===== src/rtl/dogx_channel_sequencer_if.sv =====
// Request and status bundle between the alpha generator side and the HSNR/HDR channel sequencer.
// The master drives the run, request and timing controls; the slave returns the channel enables and status.
interface dogx_channel_sequencer_if #(
    parameter int WARMUP_W = 8,
    parameter int HOLD_W   = 8
);
    logic                enable;
    logic                alpha_req;
    logic [WARMUP_W-1:0] warmup_cycles;
    logic [HOLD_W-1:0]   hold_cycles;
    logic                keep_both_on;
    logic                enable_HSNR;
    logic                enable_HDR;
    logic                alpha_sel;
    logic                busy;
    logic [15:0]         switch_count;

    modport master (
        output enable,
        output alpha_req,
        output warmup_cycles,
        output hold_cycles,
        output keep_both_on,
        input  enable_HSNR,
        input  enable_HDR,
        input  alpha_sel,
        input  busy,
        input  switch_count
    );

    modport slave (
        input  enable,
        input  alpha_req,
        input  warmup_cycles,
        input  hold_cycles,
        input  keep_both_on,
        output enable_HSNR,
        output enable_HDR,
        output alpha_sel,
        output busy,
        output switch_count
    );
endinterface


===== src/rtl/dogx_channel_sequencer.sv =====
// Sequences the HSNR/HDR channel pair of the DOGX converter: warm up the target channel,
// flip alpha_sel, overlap both channels for a hold time, then gate off the idle one.
module dogx_channel_sequencer #(
    parameter int WARMUP_W = 8,
    parameter int HOLD_W   = 8
) (
    input  logic                    CLK_3M,
    input  logic                    reset,
    dogx_channel_sequencer_if.slave bus
);

    localparam int   CNT_W            = (WARMUP_W > HOLD_W) ? WARMUP_W : HOLD_W;
    localparam logic ALPHA_SELECT_HDR = 1'b1;
    localparam logic ALPHA_SELECT_HSNR = 1'b0;

    typedef enum logic [2:0] {
        S_OFF,
        S_START,
        S_RUN_HSNR,
        S_WARM_HDR,
        S_HOLD_HDR,
        S_RUN_HDR,
        S_WARM_HSNR,
        S_HOLD_HSNR
    } state_t;

    state_t            r_state;
    state_t            w_state_nxt;
    logic [CNT_W-1:0]  r_cnt;
    logic [CNT_W-1:0]  w_cnt_nxt;
    logic              r_en_hsnr;
    logic              w_en_hsnr_nxt;
    logic              r_en_hdr;
    logic              w_en_hdr_nxt;
    logic              r_alpha_sel;
    logic              w_alpha_sel_nxt;
    logic              r_busy;
    logic              w_busy_nxt;
    logic [15:0]       r_switch_count;
    logic [15:0]       w_switch_count_nxt;

    logic              w_cnt_zero;
    logic [CNT_W-1:0]  w_cnt_dec;
    logic [CNT_W-1:0]  w_warmup_load;
    logic [CNT_W-1:0]  w_hold_load;
    logic [15:0]       w_switch_inc;

    assign w_cnt_zero    = (r_cnt == '0);
    assign w_cnt_dec     = r_cnt - CNT_W'(1);
    assign w_warmup_load = CNT_W'(bus.warmup_cycles);
    assign w_hold_load   = CNT_W'(bus.hold_cycles);
    // The flip counter sticks at all-ones instead of wrapping.
    assign w_switch_inc  = (r_switch_count == 16'hFFFF) ? r_switch_count : r_switch_count + 16'd1;

    // NOTE: every next-state signal takes its hold value first, so no path through the case leaves one unassigned and no latch is inferred.
    always_comb begin
        w_state_nxt        = r_state;
        w_cnt_nxt          = r_cnt;
        w_en_hsnr_nxt      = r_en_hsnr;
        w_en_hdr_nxt       = r_en_hdr;
        w_alpha_sel_nxt    = r_alpha_sel;
        w_switch_count_nxt = r_switch_count;

        if (!bus.enable) begin
            w_state_nxt     = S_OFF;
            w_cnt_nxt       = '0;
            w_en_hsnr_nxt   = 1'b0;
            w_en_hdr_nxt    = 1'b0;
            w_alpha_sel_nxt = ALPHA_SELECT_HSNR;
        end else begin
            case (r_state)
                S_OFF: begin
                    w_state_nxt   = S_START;
                    w_en_hsnr_nxt = 1'b1;
                    w_cnt_nxt     = w_warmup_load;
                end

                S_START: begin
                    if (!w_cnt_zero) begin
                        w_cnt_nxt = w_cnt_dec;
                    end else begin
                        w_state_nxt = S_RUN_HSNR;
                    end
                end

                S_RUN_HSNR: begin
                    w_en_hsnr_nxt = 1'b1;
                    w_en_hdr_nxt  = bus.keep_both_on;
                    if (bus.alpha_req == ALPHA_SELECT_HDR) begin
                        w_state_nxt  = S_WARM_HDR;
                        w_en_hdr_nxt = 1'b1;
                        w_cnt_nxt    = w_warmup_load;
                    end
                end

                S_WARM_HDR: begin
                    // A withdrawn request wins over an expiring warm-up in the same cycle.
                    if (bus.alpha_req == ALPHA_SELECT_HSNR) begin
                        w_state_nxt  = S_RUN_HSNR;
                        w_en_hdr_nxt = bus.keep_both_on;
                    end else if (!w_cnt_zero) begin
                        w_cnt_nxt = w_cnt_dec;
                    end else begin
                        w_state_nxt        = S_HOLD_HDR;
                        w_alpha_sel_nxt    = ALPHA_SELECT_HDR;
                        w_cnt_nxt          = w_hold_load;
                        w_switch_count_nxt = w_switch_inc;
                    end
                end

                S_HOLD_HDR: begin
                    w_en_hsnr_nxt = 1'b1;
                    w_en_hdr_nxt  = 1'b1;
                    if (!w_cnt_zero) begin
                        w_cnt_nxt = w_cnt_dec;
                    end else begin
                        w_state_nxt   = S_RUN_HDR;
                        w_en_hsnr_nxt = bus.keep_both_on;
                    end
                end

                S_RUN_HDR: begin
                    w_en_hdr_nxt  = 1'b1;
                    w_en_hsnr_nxt = bus.keep_both_on;
                    if (bus.alpha_req == ALPHA_SELECT_HSNR) begin
                        w_state_nxt   = S_WARM_HSNR;
                        w_en_hsnr_nxt = 1'b1;
                        w_cnt_nxt     = w_warmup_load;
                    end
                end

                S_WARM_HSNR: begin
                    if (bus.alpha_req == ALPHA_SELECT_HDR) begin
                        w_state_nxt   = S_RUN_HDR;
                        w_en_hsnr_nxt = bus.keep_both_on;
                    end else if (!w_cnt_zero) begin
                        w_cnt_nxt = w_cnt_dec;
                    end else begin
                        w_state_nxt        = S_HOLD_HSNR;
                        w_alpha_sel_nxt    = ALPHA_SELECT_HSNR;
                        w_cnt_nxt          = w_hold_load;
                        w_switch_count_nxt = w_switch_inc;
                    end
                end

                S_HOLD_HSNR: begin
                    w_en_hsnr_nxt = 1'b1;
                    w_en_hdr_nxt  = 1'b1;
                    if (!w_cnt_zero) begin
                        w_cnt_nxt = w_cnt_dec;
                    end else begin
                        w_state_nxt  = S_RUN_HSNR;
                        w_en_hdr_nxt = bus.keep_both_on;
                    end
                end

                default: begin
                    w_state_nxt     = S_OFF;
                    w_cnt_nxt       = '0;
                    w_en_hsnr_nxt   = 1'b0;
                    w_en_hdr_nxt    = 1'b0;
                    w_alpha_sel_nxt = ALPHA_SELECT_HSNR;
                end
            endcase
        end

        // busy is registered from the state being entered so it lines up with that state.
        w_busy_nxt = (w_state_nxt == S_START)     ||
                     (w_state_nxt == S_WARM_HDR)  || (w_state_nxt == S_HOLD_HDR) ||
                     (w_state_nxt == S_WARM_HSNR) || (w_state_nxt == S_HOLD_HSNR);
    end

    // NOTE: sequential state uses non-blocking assignments so every register samples pre-edge values.
    always_ff @(posedge CLK_3M or posedge reset) begin
        if (reset) begin
            r_state        <= S_OFF;
            r_cnt          <= '0;
            r_en_hsnr      <= 1'b0;
            r_en_hdr       <= 1'b0;
            r_alpha_sel    <= ALPHA_SELECT_HSNR;
            r_busy         <= 1'b0;
            r_switch_count <= 16'd0;
        end else begin
            r_state        <= w_state_nxt;
            r_cnt          <= w_cnt_nxt;
            r_en_hsnr      <= w_en_hsnr_nxt;
            r_en_hdr       <= w_en_hdr_nxt;
            r_alpha_sel    <= w_alpha_sel_nxt;
            r_busy         <= w_busy_nxt;
            r_switch_count <= w_switch_count_nxt;
        end
    end

    assign bus.enable_HSNR  = r_en_hsnr;
    assign bus.enable_HDR   = r_en_hdr;
    assign bus.alpha_sel    = r_alpha_sel;
    assign bus.busy         = r_busy;
    assign bus.switch_count = r_switch_count;

endmodule


===== src/flat_wrapper.sv =====
// flat-port wrapper written by rule: the top's interface ports become plain ports
module dogx_channel_sequencer_flat 
#(
    parameter int WARMUP_W = 8,
    parameter int HOLD_W   = 8
)
  (CLK_3M, reset, bus_enable, bus_alpha_req, bus_warmup_cycles, bus_hold_cycles, bus_keep_both_on, bus_enable_HSNR, bus_enable_HDR, bus_alpha_sel, bus_busy, bus_switch_count);
  dogx_channel_sequencer_if #(.WARMUP_W(WARMUP_W), .HOLD_W(HOLD_W)) bus_i ();
  input  logic CLK_3M;
  input  logic reset;
  input wire logic [$bits(bus_i.enable)-1:0] bus_enable;
  input wire logic [$bits(bus_i.alpha_req)-1:0] bus_alpha_req;
  input wire logic [$bits(bus_i.warmup_cycles)-1:0] bus_warmup_cycles;
  input wire logic [$bits(bus_i.hold_cycles)-1:0] bus_hold_cycles;
  input wire logic [$bits(bus_i.keep_both_on)-1:0] bus_keep_both_on;
  output wire logic [$bits(bus_i.enable_HSNR)-1:0] bus_enable_HSNR;
  output wire logic [$bits(bus_i.enable_HDR)-1:0] bus_enable_HDR;
  output wire logic [$bits(bus_i.alpha_sel)-1:0] bus_alpha_sel;
  output wire logic [$bits(bus_i.busy)-1:0] bus_busy;
  output wire logic [$bits(bus_i.switch_count)-1:0] bus_switch_count;
  assign bus_i.enable = bus_enable;
  assign bus_i.alpha_req = bus_alpha_req;
  assign bus_i.warmup_cycles = bus_warmup_cycles;
  assign bus_i.hold_cycles = bus_hold_cycles;
  assign bus_i.keep_both_on = bus_keep_both_on;
  assign bus_enable_HSNR = bus_i.enable_HSNR;
  assign bus_enable_HDR = bus_i.enable_HDR;
  assign bus_alpha_sel = bus_i.alpha_sel;
  assign bus_busy = bus_i.busy;
  assign bus_switch_count = bus_i.switch_count;
  dogx_channel_sequencer #(.WARMUP_W(WARMUP_W), .HOLD_W(HOLD_W)) u_core (.CLK_3M(CLK_3M), .reset(reset), .bus(bus_i));
endmodule

===== config.mk =====
export PLATFORM = sky130hd
export DESIGN_NAME = dogx_channel_sequencer_flat
export DESIGN_NICKNAME = d
export VERILOG_FILES = /design/src/rtl/dogx_channel_sequencer_if.sv /design/src/rtl/dogx_channel_sequencer.sv /design/src/flat_wrapper.sv
export SDC_FILE = /design/constraint.sdc
export NUM_CORES = 1
export LEC_CHECK = 0
export CAP_MARGIN = 20
export CORE_MARGIN = 2
export CORE_UTILIZATION = 35
export CTS_CLUSTER_DIAMETER = 60
export DETAILED_ROUTE_END_ITERATION = 7
export GPL_TIMING_DRIVEN = 0
export PLACE_DENSITY = 0.58
export SKIP_CTS_REPAIR_TIMING = 1
export SLEW_MARGIN = 20
export SYNTH_ARGS = -nofsm -noshare
export SYNTH_HDL_FRONTEND = slang
export SYNTH_SLANG_ARGS = --single-unit

===== constraint.sdc =====
create_clock -name CLK_3M -period 4.23 [get_ports CLK_3M]
set_input_delay 0.6345 -clock CLK_3M [delete_from_list [all_inputs] [get_ports CLK_3M]]
set_output_delay 0.6345 -clock CLK_3M [all_outputs]
set_load 0.03 [all_outputs]

Word-level counts from Yosys, hierarchy flattened
Index checks and enable logic that the tools add are counted.

Logic and storage cells: 90. Output and inout bits: 20. Input bits: 21. RAM bits: 0. Memories: 0. Flip-flop bits (word level): 31. Latch bits: 0. ROM bits: 0.

Eq/ne operators: 27. Order comparisons: 0. Reduce and logical (&&, ||, !) cells: 16. Mux-type cells: 38. Multipliers: 0. Bitwise operators: 0. Add/sub/neg operators: 2. Shifts and indexed selects: 0. Div/mod/pow operators: 0.

Operator list (count): $mux 16 (4); $mux 8 (7); $pmux 8 s6 (1); $pmux 16 s2 (1); $mux 3 (9); $eq 3x3->1 const B (7); $ne 3x3->1 const B (7); $pmux 3 s7 (1); $add 16x1->16 const B (1); $eq 16x16->1 const B (1); $mux 1 (12); $ne 5x2->1 const B (2); $reduce_and 5->1 (2); $eq 3x2->1 const B (3); $logic_not 8->1 (1); $pmux 1 s4 (2); $sub 8x1->8 const B (1); $eq 3x1->1 const B (2); $ne 3x2->1 const B (2); $reduce_or 3->1 (2); $logic_or 1x1->1 (4); $ne 2x2->1 const B (2); $reduce_and 2->1 (2); $reduce_and 4->1 (1); 5 further kinds (6).

Longest topological paths before layout
Gate-level depths: netlist (run 1).

Word-level depth: 10. Gate-level depth with buffers: 8. Depth with buffers taken out: 7.

Worst setup path after synthesis (run 1)
No wires, ideal clock.

Kind: register to register. Start point: register u_core.r_cnt[0]. End point: register u_core.r_cnt[4]. Stages on the path, launching flop included: 9. Period minus slack after synthesis: 2.059 ns. Slack: 2.171 ns. Data required time: 4.129 ns. Arrival: 1.959 ns. Setup time: 0.101 ns. Buffers on the path: 1. Cells stage by stage: dfrtp_1 -> inv_1 -> ha_1 -> or4b_4 -> nor3_1 -> mux4_2 -> buf_6 -> a21oi_1 -> o32ai_1.

Cells in the longest elaborated chain, start to end: 5. Elaborated cells on any way between the ends: 10. Classes of those cells: add/sub: 1; eq/ne: 1; mux: 6; reduce/logical: 2.

RTL lines: from (decl) (line dogx_channel_sequencer.sv:29) `logic [CNT_W-1:0] r_cnt;`; from (signal assigned) (line dogx_channel_sequencer.sv:185) `r_cnt <= w_cnt_nxt;`; $sub 8x1->8 / $logic_not 8->1 (equally long branches) (line dogx_channel_sequencer.sv:49, dogx_channel_sequencer.sv:48); $mux 8 (line dogx_channel_sequencer.sv:101, dogx_channel_sequencer.sv:136); $mux 8, on equally long branches (line dogx_channel_sequencer.sv:133, dogx_channel_sequencer.sv:98); $pmux 8 s6 (line dogx_channel_sequencer.sv:71) `case (r_state)`; $mux 8 (line dogx_channel_sequencer.sv:64) `if (!bus.enable) begin`.

Parallel ways exist; a longest one is shown, timed or not. The select of a mux whose other input is x is not followed. A chain may end at the register's enable or synchronous reset.

Final worst setup path (run 1)
Start point: register u_core.r_cnt[0]. End point: register u_core.r_switch_count[11], in the netlist u_core.bus.switch_count[11].

Cells in the longest elaborated chain, start to end: 4. Elaborated cells on any way between the ends: 5. Classes of those cells: mux: 4; reduce/logical: 1.

RTL lines: $logic_not 8->1 * (line dogx_channel_sequencer.sv:48) `assign w_cnt_zero = (r_cnt == '0);`; $mux 16 *; $mux 16, on equally long branches; $pmux 16 s2 *; to (signal assigned) (line dogx_channel_sequencer.sv:190) `r_switch_count <= w_switch_count_nxt;`; to (decl) (line dogx_channel_sequencer.sv:39) `logic [15:0] r_switch_count;`.

Mark *: on every way between the ends. The rest lies on a longest branch, timed or not. The select of a mux whose other input is x is not followed.

==> flow_metrics.py, run 1 <==
metrics = {
    "timing": {
        "worstMarginPinSlew_ns": 0.761,
        "max_slew_margin": 0.488,
        "skew_ns": 0.00976,
        "rsz0062_at_grt": "no",
        "tns_ns": 0,
        "setup_ws_ns": 1.65,
        "drv_slew": 0,
        "period_share": 0.609,
        "period_minus_slack_ns": 2.58,
        "finalSetupViolations": 0,
        "hold_viol_final": 0,
        "fmaxAchievable_ghz": 0.388,
    },
    "clock_network": {
        "cts_buffer_depth": 2,
        "clockRootBuffer": "clkbuf_8",
        "cts_tree": "built",
        "clk_latency_ns": 0.29,
        "cts.sinks": 31,
        "cts_htree_levels": 2,
        "clkTransAtPathRegs_ns": 0.07,
        "cts_buffers": 5,
    },
    "yosys": {
        "synth.avg_cell_area_um2": 9.34,
        "synth_nets": 234,
        "ys_ff_latch": 31,
        "synth-main-ff-cell": "dfrtp_1",
        "synth_commonest_cells": "dfrtp_1, nand2_1, a21oi_1",
        "yosysTopAreaCell": "dfrtp_1",
        "yosys-top-cells-area": "dfrtp_1, xnor2_1, a21oi_1",
        "ys_warn_count": 0,
        "synthArstFlopShare": 1.00,
        "post_synth_num_cell_types": 55,
        "synth_area_um2": 1960,
        "synth-edff-count": 0,
        "synth_cells": 210,
        "yosysMostFrequentCell": "dfrtp_1",
        "synthDominantCellAreaShare": 0.395,
        "ys_seq_area_frac": 0.395,
    },
    "worst_setup_path": {
        "rrSetupSlack_ns": 1.65,
        "critical_path_required_ns": 4.39,
        "ff2ff_path_depth": 7,
        "startpoint_type": "flip-flop",
        "cp-end-kind": "flip-flop",
        "startpoint": "u_core.r_cnt[0]",
        "cp_cell_sequence": "inv_1 -> ha_1 -> nor4b_1 -> nand4_1 -> a2111oi_2 -> nand3_1 -> xnor2_1",
        "r2r_start": "u_core.r_cnt[0]",
        "crit_family": "simple AND/OR/NAND/NOR gates",
        "crit_slowest_cell": "a2111oi_2",
        "cp_max_fo": 5,
        "r2r_end": "u_core.bus.switch_count[11]",
        "crit_buf_inv": 1,
        "crit_arrival_ns": 2.74,
        "cpPeakStageDelay_ns": 0.64,
        "crit_type": "reg2reg",
    },
    "grt": {
        "antenna_found_initial": 0,
        "grt_pass1_wl_um": 8050,
        "grt_use_total": 0.163,
        "gr-total-overflow": 0,
        "first_global_vias": 1707,
        "grt_max_degree": 32,
    },
    "min_path": {
        "hold_path.class": "reg2reg",
        "whs_path_depth": 1,
        "hp-start": "u_core.bus.switch_count[9]",
        "whs_endpoint": "u_core.bus.switch_count[9]",
    },
    "drt": {
        "wl_per_cell_um": 14.7,
        "ant_nets": 0,
        "avgViaCountPerCell": 5.34,
        "num_vias": 1757,
        "finalWirelength_um": 4850,
        "drtIter0Drc": 212,
        "drt_pass1_iterations": 4,
        "drc": 0,
    },
    "place": {
        "hpwlAfterDp_um": 3420,
        "io_buffers": 39,
        "dp_slack_ns": 1.69,
        "gp_congestion": 0.804,
    },
    "floorplan": {
        "die_w_um": 78.9,
        "row_count": 27,
        "die-area_um2": 6220,
        "die_height_um": 78.9,
        "start_util": 0.358,
        "core_um2": 5470,
        "io_pins": 41,
    },
    "power_and_ir_drop": {
        "p_leak_nw": 1.03,
        "power_mw": 1.27,
        "vdd_drop_max_v": 0.000175,
        "powerDensity_nw_per_um2": 499,
    },
    "cells_and_area": {
        "drive_gt1_frac": 0.101,
        "synthToLayoutAreaGrowth_pct": 29.6,
        "num_antenna_cells": 0,
        "nNetsFinal": 280,
    },
    "outcome": {
        "status": "finished clean",
    },
    "flow_run": {
        "maxCapViolations": 0,
    },
}
registers in the layout (all words and copies together), names as in the netlist:
name                     cells
u_core.bus.alpha_sel         1
u_core.bus.busy              1
u_core.bus.switch_count     16
u_core.r_cnt                 8
u_core.bus.enable_HDR        1
u_core.bus.enable_HSNR       1
u_core.r_state               3
where the power goes:
part | internal, mW | total [mW] | leakage [nW] | switching (mW)
Clock | 0.148 | 0.264 | 0.0515 | 0.116
Combinational | 0.257 | 0.589 | 0.561 | 0.332
Sequential | 0.350 | 0.416 | 0.418 | 0.0658
per-stage QoR:
step / instance area, µm² / instances / hold slack [ns] / util
floorplan: 1960 / 210 / 0.530 / -
global placement: 2440 / 321 / 0.480 / 0.446
detailed placement: 2440 / 321 / 0.479 / 0.446
CTS: 2540 / 329 / 0.497 / 0.465
global route: 2540 / 329 / 0.510 / 0.465
finish: 2540 / 329 / 0.488 / 0.465
worst register-to-register path: stages (launching register included):
cell and delay [ns]:
dfrtp_1 0.40, inv_1 0.15, ha_1 0.23, nor4b_1 0.38, nand4_1 0.30, a2111oi_2 0.64
nand3_1 0.20, xnor2_1 0.16
placed cells by master, fill, tap and decap left out, drive strengths merged, types with 5 or more instances in the layout:
cell           synthesis  layout
a21oi                 17      17
clkbuf                 6      14
clkdlybuf4s50          0      39
dfrtp                 31      31
inv                   11      11
nand2                 20      20
nand3                 13      13
nand4                  7       7
nor2                  11      11
nor4                   5       5
o21ai                  6       6
o32ai                  6       6
xnor2                 13      13
per-layer routing:
layer | GRT usage | vias up | share of wire
met1 | 0.224 | 818 | 0.49
met4 | 0.0690 | 0 | 0.015
met5 | 0 | - | 0
met3 | 0.0318 | 8 | 0.049
li1 | - | 876 | -
met2 | 0.251 | 55 | 0.44
cell families after synthesis:
logic type | synth area share
flip-flops | 0.395
multiplexers | 0.0223
AO/OA/AOI/OAI | 0.202
adder cells (fa/ha/maj) | 0.0191
AND/OR/NAND/NOR | 0.221
XOR/XNOR | 0.0714
buffers and inverters | 0.0695
final cells by class:
type,instances,area [µm²]
fillers,521,2930
multi-input cells,157,1050
flip-flops and latches,31,776
repair buffers,39,390
clock buffers,8,100
plain buffers,10,91.3
well taps,72,90.1
inverters,12,45.0
worst max-delay path by stage:
| stage | end | slack, ns | depth (start not counted) |
|---|---|---|---|
| 2_1_floorplan | u_core.r_cnt[4] | 2.17 | 8 |
| 3_3_place_gp | u_core.bus.switch_count[15] | 1.69 | 5 |
| 3_5_place_dp | u_core.bus.switch_count[11] | 1.69 | 5 |
| 4_1_cts | u_core.bus.switch_count[11] | 1.65 | 7 |
| 5_1_grt | u_core.bus.switch_count[15] | 1.41 | 7 |
| 6_report | u_core.bus.switch_count[11] | 1.65 | 7 |
No activity file was read; power rests on OpenSTA's default activity.
==> inputs of run 2 (changes only) <==
--- a/config.mk
+++ b/config.mk
@@ -11,7 +11,7 @@
 export CTS_CLUSTER_DIAMETER = 60
 export DETAILED_ROUTE_END_ITERATION = 7
 export GPL_TIMING_DRIVEN = 0
-export PLACE_DENSITY = 0.58
+export PLACE_DENSITY = 0.61
 export SKIP_CTS_REPAIR_TIMING = 1
 export SLEW_MARGIN = 20
 export SYNTH_ARGS = -nofsm -noshare
==> constraint.sdc (replaced) <==
create_clock -name CLK_3M -period 2.3 [get_ports CLK_3M]
set_input_delay 0.345 -clock CLK_3M [delete_from_list [all_inputs] [get_ports CLK_3M]]
set_output_delay 0.345 -clock CLK_3M [all_outputs]
set_load 0.03 [all_outputs]
==> run 2 against run 1 <==
Highest routed layer unchanged. Clock-buffer cell count fell by 1. Critical path type unchanged. Die area unchanged. Via count increased by 3.1%. Final area grew 5.2%. Sequential share of layout area shrank 1.5 points.
==> flow_metrics.py, run 2 (synthesis results as in run 1) <==
metrics = {
    "drt": {
        "avgViaCountPerCell": 5.36,
        "finalWirelength_um": 5130,
        "drtIter0Drc": 206,
        "drt_pass1_iterations": 4,
        "ant_nets": 0,
        "drc": 0,
        "wl_per_cell_um": 15.2,
        "num_vias": 1812,
    },
    "clock_network": {
        "cts_tree": "built",
        "cts_htree_levels": 2,
        "clkTransAtPathRegs_ns": 0.07,
        "cts_buffer_depth": 2,
        "cts.sinks": 31,
        "clk_latency_ns": 0.28,
        "clockRootBuffer": "clkbuf_8",
        "cts_buffers": 5,
    },
    "timing": {
        "setup_ws_ns": 0.0774,
        "worstMarginPinSlew_ns": 1.09,
        "fmaxAchievable_ghz": 0.450,
        "period_share": 0.966,
        "hold_viol_final": 0,
        "period_minus_slack_ns": 2.22,
        "skew_ns": 0.0111,
        "max_slew_margin": 0.267,
        "hold-worst-slack_ns": 0.423,
        "tns_ns": 0,
        "finalSetupViolations": 0,
        "drv_slew": 0,
    },
    "worst_setup_path": {
        "crit_slowest_cell": "or4b_4",
        "crit_arrival_ns": 2.39,
        "crit_buf_inv": 3,
        "startpoint_type": "flip-flop",
        "crit_type": "reg2reg",
        "cpPeakStageDelay_ns": 0.50,
        "cp_cell_sequence": "inv_2 -> ha_4 -> or4b_4 -> o31ai_2 -> mux4_2 -> buf_6 -> buf_4 -> o32ai_1",
        "crit_family": "simple AND/OR/NAND/NOR gates",
        "cp-end-kind": "flip-flop",
        "critical_path_required_ns": 2.46,
        "cp_max_fo": 8,
    },
    "grt": {
        "first_global_vias": 1769,
        "grt_pass1_wl_um": 8260,
        "antenna_found_initial": 0,
        "gr-total-overflow": 0,
        "grt_max_degree": 32,
        "grt_use_total": 0.168,
    },
    "place": {
        "hpwlAfterDp_um": 3520,
        "dpl.cell_count": 321,
        "gp_congestion": 0.832,
        "dp_slack_ns": -0.204,
        "io_buffers": 39,
    },
    "power_and_ir_drop": {
        "p_int_mw": 1.43,
        "p_seq_frac": 0.313,
        "p_leak_nw": 1.08,
        "pwr-share-clk": 0.173,
        "vdd_drop_max_v": 0.000337,
        "netSwitchingPower_mw": 1.01,
        "power_frac_comb": 0.514,
        "sw_frac_of_total": 0.414,
        "powerDensity_nw_per_um2": 912,
    },
    "floorplan": {
        "die_height_um": 78.9,
        "die-area_um2": 6220,
        "row_count": 27,
        "io_pins": 41,
        "core_um2": 5470,
        "start_util": 0.358,
        "die_w_um": 78.9,
    },
    "cells_and_area": {
        "num_antenna_cells": 0,
        "final_cell_mix": "clkdlybuf4s50_1, dfrtp_1, nand2_1, a21oi_1",
        "nNetsFinal": 289,
        "stdcell_count": 338,
        "synthToLayoutAreaGrowth_pct": 36.3,
        "largest_register_ff_count": 16,
        "layout_commonest_cell": "clkdlybuf4s50_1",
        "drive_gt1_frac": 0.165,
    },
    "outcome": {
        "status": "finished clean",
    },
    "min_path": {
        "hold_path.class": "in2reg",
    },
    "flow_run": {
        "maxCapViolations": 0,
    },
}
## run 2: final cells by class
| type | count | area (µm²) |
|---|---|---|
| Inverter | 12 | 45.0 |
| Sequential cell | 31 | 776 |
| Clock inverter | 1 | 5.00 |
| Buffer | 10 | 91.3 |
| Multi-Input combinational cell | 157 | 1130 |
| Tap cell | 72 | 90.1 |
| Clock buffer | 7 | 76.3 |
| Timing Repair Buffer | 48 | 458 |
| Fill cell | 551 | 2800 |
## run 2: stage by stage
stage,total power [mW],utilization,cell area (µm²)
2_1_floorplan,1.56,-,1960
3_3_place_gp,1.83,0.446,2440
3_5_place_dp,1.85,0.446,2440
4_1_cts,2.28,0.461,2520
5_1_grt,2.61,0.489,2670
6_report,2.44,0.489,2670
## run 2: worst paths after layout
kind                                                  from                          end  slack [ns]  cells after the start
worst min register to register  u_core.bus.switch_count[7]   u_core.bus.switch_count[7]        0.49                      1
worst max-delay path                       u_core.r_cnt[0]              u_core.r_cnt[2]        0.08                      8
worst max register to register             u_core.r_cnt[0]              u_core.r_cnt[2]        0.08                      8
max in group asynchronous                            reset              u_core.r_cnt[6]        1.38                      2
worst min-delay path                         bus_alpha_req         u_core.bus.alpha_sel        0.42                      2
min in group asynchronous                            reset  u_core.bus.switch_count[12]        0.48                      2
## run 2: power groups by stage
stage          Combinational, mW  Sequential (mW)  Clock [mW]
4_1_cts                     1.08            0.758       0.437
5_1_grt                     1.37            0.780       0.461
2_1_floorplan              0.776            0.784           0
3_3_place_gp                1.06            0.766           0
6_report                    1.25            0.763       0.422
3_5_place_dp                1.08            0.768           0
## run 2: worst reg2reg max path: stages, from the launching register on
cell     delay (ns)
dfrtp_1        0.39
inv_2          0.12
ha_4           0.16
or4b_4         0.50
o31ai_2        0.20
mux4_2         0.40
buf_6          0.15
buf_4          0.11
o32ai_1        0.08
## run 2: routing by layer
metal,global-route usage,vias to the layer above,part of all wire
met5,0,-,0
met4,0.0517,0,0.012
met3,0.0455,9,0.051
met2,0.281,47,0.47
met1,0.213,864,0.46
li1,-,892,-
